<file path="src/rtl/uart_rx.sv">
// uart_rx: 8N1 serial receiver, MSB first, with a one-deep holding register.
// A received byte is presented on dataOut with a level-sensitive valid flag
// that the consumer clears with a one-cycle read strobe. Stop-bit errors and
// lost bytes are reported through the sticky frameErr and overrun flags.
module uart_rx #(
    parameter int unsigned DELAY_FRAMES = 234,               // clock cycles per bit
    parameter int unsigned HALF_FRAMES  = DELAY_FRAMES / 2   // start edge to mid-start-bit
) (
    input  logic       clk,
    input  logic       rst,
    input  logic       rx,
    output logic [7:0] dataOut,
    output logic       valid,
    input  logic       read,
    output logic       frameErr,
    output logic       overrun
);

    // Bit-period counter width matches the emitter so the two stay interchangeable.
    localparam int unsigned CNT_W = 25;

    // Terminal counts: comparing against N-1 is the same test as counter+1 == N.
    localparam logic [CNT_W-1:0] DELAY_LAST = CNT_W'(DELAY_FRAMES - 1);
    localparam logic [CNT_W-1:0] HALF_LAST  = CNT_W'(HALF_FRAMES - 1);
    localparam logic [CNT_W-1:0] CNT_ONE    = CNT_W'(1);

    // Fewer than four cycles per bit leaves no room for the mid-bit sample.
    if (DELAY_FRAMES < 4) begin : g_bad_delay
        $error("uart_rx: DELAY_FRAMES must be at least 4");
    end

    typedef enum logic [2:0] {
        S_IDLE,
        S_START,
        S_DATA,
        S_STOP,
        S_BREAK
    } state_t;

    // Synchroniser: sync_q[0] is the metastability catcher, sync_q[1] is rxs.
    logic [1:0]       sync_q,      sync_d;
    logic             rxs;

    state_t           state_q,     state_d;
    logic [CNT_W-1:0] cnt_q,       cnt_d;
    logic [2:0]       bit_idx_q,   bit_idx_d;
    logic [7:0]       shift_q,     shift_d;
    logic [7:0]       data_q,      data_d;
    logic             valid_q,     valid_d;
    logic             frame_err_q, frame_err_d;
    logic             overrun_q,   overrun_d;

    assign rxs = sync_q[1];

    // Shift the raw line into the two-stage synchroniser.
    always_comb begin
        sync_d = {sync_q[0], rx};
    end

    // Synchroniser flops; preset to the idle-high line level so reset never
    // looks like a start bit.
    // NOTE: registers are written with <= so every flop samples the values
    // from before the edge; blocking = here would collapse the two stages.
    always_ff @(posedge clk or posedge rst) begin
        if (rst) begin
            sync_q <= 2'b11;
        end else begin
            sync_q <= sync_d;
        end
    end

    // Next-state, bit timing, shift register and handshake flags.
    // NOTE: every _d signal gets its hold value first; a path that forgot to
    // assign one would otherwise infer a latch.
    always_comb begin
        state_d     = state_q;
        cnt_d       = cnt_q;
        bit_idx_d   = bit_idx_q;
        shift_d     = shift_q;
        data_d      = data_q;
        valid_d     = valid_q;
        frame_err_d = frame_err_q;
        overrun_d   = overrun_q;

        // The consumer's read is applied first so that an event completing on
        // the same edge is layered on top of the cleared flags.
        if (read) begin
            valid_d     = 1'b0;
            frame_err_d = 1'b0;
            overrun_d   = 1'b0;
        end

        case (state_q)
            S_IDLE: begin
                cnt_d = '0;
                if (!rxs) begin
                    state_d = S_START;
                end
            end

            S_START: begin
                if (cnt_q == HALF_LAST) begin
                    // Mid-start-bit: a line that has gone high again was noise.
                    cnt_d     = '0;
                    bit_idx_d = '0;
                    state_d   = rxs ? S_IDLE : S_DATA;
                end else begin
                    cnt_d = cnt_q + CNT_ONE;
                end
            end

            S_DATA: begin
                if (cnt_q == DELAY_LAST) begin
                    // First data bit lands in bit 7 to match the emitter's order.
                    cnt_d                      = '0;
                    shift_d[3'd7 - bit_idx_q]  = rxs;
                    if (bit_idx_q == 3'd7) begin
                        state_d = S_STOP;
                    end else begin
                        bit_idx_d = bit_idx_q + 3'd1;
                    end
                end else begin
                    cnt_d = cnt_q + CNT_ONE;
                end
            end

            S_STOP: begin
                if (cnt_q == DELAY_LAST) begin
                    cnt_d = '0;
                    if (rxs) begin
                        // Good frame: the new byte always wins the holding
                        // register; an unread previous byte is reported lost.
                        data_d  = shift_q;
                        valid_d = 1'b1;
                        if (valid_q && !read) begin
                            overrun_d = 1'b1;
                        end
                        state_d = S_IDLE;
                    end else begin
                        // Bad stop bit: drop the byte and wait out the low line.
                        frame_err_d = 1'b1;
                        state_d     = S_BREAK;
                    end
                end else begin
                    cnt_d = cnt_q + CNT_ONE;
                end
            end

            S_BREAK: begin
                cnt_d = '0;
                if (rxs) begin
                    state_d = S_IDLE;
                end
            end

            default: begin
                state_d = S_IDLE;
                cnt_d   = '0;
            end
        endcase
    end

    // Receiver state and datapath registers; reset aborts any frame in flight.
    always_ff @(posedge clk or posedge rst) begin
        if (rst) begin
            state_q     <= S_IDLE;
            cnt_q       <= '0;
            bit_idx_q   <= '0;
            shift_q     <= '0;
            data_q      <= '0;
            valid_q     <= 1'b0;
            frame_err_q <= 1'b0;
            overrun_q   <= 1'b0;
        end else begin
            state_q     <= state_d;
            cnt_q       <= cnt_d;
            bit_idx_q   <= bit_idx_d;
            shift_q     <= shift_d;
            data_q      <= data_d;
            valid_q     <= valid_d;
            frame_err_q <= frame_err_d;
            overrun_q   <= overrun_d;
        end
    end

    assign dataOut  = data_q;
    assign valid    = valid_q;
    assign frameErr = frame_err_q;
    assign overrun  = overrun_q;

endmodule
</file>
<file path="config.mk">
export PLATFORM = sky130hd
export DESIGN_NAME = uart_rx
export DESIGN_NICKNAME = d
export VERILOG_FILES = /design/src/rtl/uart_rx.sv
export SDC_FILE = /design/constraint.sdc
export NUM_CORES = 1
export LEC_CHECK = 0
export CORE_UTILIZATION = 45
export DETAILED_ROUTE_END_ITERATION = 16
export PLACE_DENSITY = 0.61
export SETUP_SLACK_MARGIN = 0.1
export SLEW_MARGIN = 20
export SYNTH_ARGS = -nofsm -noshare
export SYNTH_HDL_FRONTEND = slang
export SYNTH_SLANG_ARGS = --single-unit
</file>
<file path="constraint.sdc">
create_clock -name clk -period 3 [get_ports clk]
set_input_delay 0.6 -clock clk [delete_from_list [all_inputs] [get_ports clk]]
set_output_delay 0.6 -clock clk [all_outputs]
set_load 0.02 [all_outputs]
</file>
==> flow_summary_export.csv <==
group,metric,value,unit
cts,clk_path_buf_depth,2,
yosys,syn_area_per_cell,10.4,sq um
global_routing,grt_use_met2,28.0,%
final_layout,multi_input_area,0.00129,sq mm
worst_setup_path,rr_startpoint,"cnt_q[2]$_DFF_PP0_",
routing,routed-via-count,2024,
yosys,synth_top_flop_cell,"dfrtp_1",
status,status,"completed",
worst_setup_path,rrSetupSlack,0.58,ns
worst_setup_path,cp_max_fo,25,
timing,worst_pin_slew,0.716,ns
power_and_ir_drop,pwr-share-clk,39.3,%
global_routing,antenna_found_initial,0,
global_routing,grt_overflow,0,
die,die_height,79.8,um
routing,wl_per_cell,15.4,um
power_and_ir_drop,power_frac_comb,1.7,%
timing,post-route-period-util,80.8,%
timing,finalMaxSlewViolations,0,
cts,cts-resized-gates,0,
power_and_ir_drop,pwr-share-seq,59.0,%
worst_setup_path,r2r_cells,5,
routing,first_pass_iters,4,
cts,cts_setup_buffers,0,
die,floorplan.initialDensity,48.0,%
yosys,yosys_warnings,0,
worst_setup_path,cp-startpoint,"cnt_q[2]$_DFF_PP0_",
cts,clk_pin_slew,0.09,ns
yosys,async_flop_share,100,%
worst_setup_path,cp.required,3.19,ns
timing,worst_hold_slack,0.359,ns
cts,worstSkewPairLatency,0.30,ns
final_layout,diodes,0,
timing,max_clock_freq,0.413,GHz
die,io_pins,15,
worst_setup_path,cp-end-kind,"flip-flop",
power_and_ir_drop,p_leak,1.28,nW
yosys,synth_fp_nets,272,
routing,wirelength,5.36,mm
timing,grt_setup_unrepaired,"false",
power_and_ir_drop,p_int,0.956,mW
cts,cts_buffers,5,
yosys,yosys.area.top_type,"dfrtp_1",
cts,cts_max_level,2,
timing,slew_headroom,51.6,%
final_layout,final_layout_size_suffix_gt1_share,14.4,%
timing,finalCriticalPeriod,2.42,ns
worst_setup_path,path_class,"reg2reg",
global_routing,grtUsageMet3,3.43,%
cts,cts_tree,"built",
yosys,synth-edff-count,0,
min_path,hp-class,"reg2reg",
global_routing,grt_first_pass_wirelength,9.26,mm
yosys,syn_inst,263,
final_layout,fillerInstances,509,
power_and_ir_drop,p_per_area,394,mW/mm^2
global_routing,groute.layer.met1.usage,28.1,%
die,die_x,79.8,um
routing,postRouteAntennaNets,0,
placement,dp_hpwl,3.78,mm
yosys,ys_top_cells_by_area,"dfrtp_1 46%, mux2_2 6.6%, nand3_1 3.1%",
placement,gp_congestion,0.795,
cts,cts_hold_buf,0,
worst_setup_path,cp-start-kind,"flip-flop",
worst_setup_path,r2r-end,"cnt_q[23]$_DFF_PP0_",
routing,drc,0,
yosys,seq_area_frac_synth,47.8,%
yosys,yosysMostFrequentCell,"dfrtp_1",
routing,drtIter0Drc,103,
global_routing,grt_max_degree,35,
final_layout,fin_nets,285,
flow_run,maxCapViolCount,0,
global_routing,grt.total_usage,18.9,%
worst_setup_path,critPathCapture,"cnt_q[23]$_DFF_PP0_",
timing,setup_tns,0,ns
timing,setup_violations,0,
power_and_ir_drop,power_switching,0.240,mW
cts,ctsRootBufferMaster,"clkbuf_8",
yosys,synth.distinct_cells,46,
die,dieArea,0.00637,sq mm
die,core-area,0.00568,sq mm
timing,final_hold_viol_count,0,
yosys,synth_top_cell_area_share,45.9,%
yosys,synth_area,0.00273,sq mm
placement,io_buffers,14,
power_and_ir_drop,ir_drop,0.229,mV
die,rows,27,
yosys,ys_seq_elements,52,
power_and_ir_drop,netSwitchingFraction,20.1,%
global_routing,grt-busiest-layer,"met1",
worst_setup_path,cp.arrival,2.62,ns
cts,cts_sinks,52,
final_layout,syn2layout_area_growth,11.3,%
timing,skew,0.00646,ns
global_routing,grt_pass1_vias,1881,
final_layout,register_area,0.00130,sq mm
final_layout,finalCoreUtilization,53.4,%
routing,avgViaCountPerCell,5.80,
yosys,synth_common_cells,"50 x dfrtp_1, 17 x nand3_1, 16 x mux2_2",
==> flip-flops by register name, summed over array words and instances, names as in the netlist <==
name and count:
cnt_q 25, state_q 3, dataOut 8, sync_q 2
bit_idx_q 3, valid 1, shift_q 8, overrun 1
frameErr 1
==> routing by layer <==
layer	part of all wire (%)	routed length, um
met1	52	2780
met2	44	2350
met3	3.1	168
met4	1.1	61
met5	0	0
==> through the flow <==
step	area, sq um	power [mW]	worst slack, ns	std cells
finish	3030	1.20	0.576	349
global route	3030	1.25	0.368	349
CTS	3030	1.21	0.550	349
floorplan	2730	0.730	0.815	263
global placement	2930	0.742	0.600	341
detailed placement	2930	0.742	0.568	341
==> worst max-delay path, cell delays in order (launching register included) <==
cell and delay (ns):
dfrtp_1 0.50, nor4bb_1 0.68, nand4_1 0.38, o21ai_2 0.22, buf_4 0.29, o2bb2a_1 0.25
==> power by group through the flow <==
stage,registers (mW),clock network [mW],logic [mW]
final,0.706,0.470,0.0209
after CTS,0.706,0.487,0.0222
after global routing,0.707,0.517,0.0246
after floorplan,0.717,0,0.0126
after global placement,0.720,0,0.0224
after detailed placement,0.720,0,0.0221
==> logic make-up after synthesis <==
group / Yosys count / share of synthesized area [%]
compound gates: 48 / 11.8
buf+inv: 29 / 4.82
fa+ha+maj: 5 / 2.30
flops: 52 / 47.8
simple gates: 100 / 22.5
xor+xnor: 12 / 3.86
mux: 17 / 6.98
==> how the worst min path moves through the flow <==
stage	start	endpoint	slack, ns	depth (start not counted)
2_1_floorplan	sync_q[0]$_DFF_PP1_	sync_q[1]$_DFF_PP1_	0.35	0
3_3_place_gp	sync_q[0]$_DFF_PP1_	sync_q[1]$_DFF_PP1_	0.35	0
3_5_place_dp	sync_q[0]$_DFF_PP1_	sync_q[1]$_DFF_PP1_	0.35	0
4_1_cts	sync_q[0]$_DFF_PP1_	sync_q[1]$_DFF_PP1_	0.36	0
5_1_grt	sync_q[0]$_DFF_PP1_	sync_q[1]$_DFF_PP1_	0.37	0
6_report	sync_q[0]$_DFF_PP1_	sync_q[1]$_DFF_PP1_	0.36	0
==> final cells by class <==
type,instances,share of cell area (%)
multi-input combinational,182,42.5
clock inverter,2,1.16
sequential,52,43.0
inverter,15,1.86
timing repair buffer,20,6.11
clock buffer,6,2.39
tap,72,2.97
==> cell usage in the layout (no fill, tap or decap), types with 7 or more instances in the layout <==
cell	count
nand2_1	11
clkdlybuf4s50_1	14
nor3_1	8
inv_1	14
xnor2_1	7
o21ai_0	10
nor4_1	7
nand3_1	17
dfrtp_1	50
a22oi_1	10
nand4_1	12
a21oi_1	15
or3_1	10
mux2_2	16
Note: power is estimated with default switching activity, not from simulation.
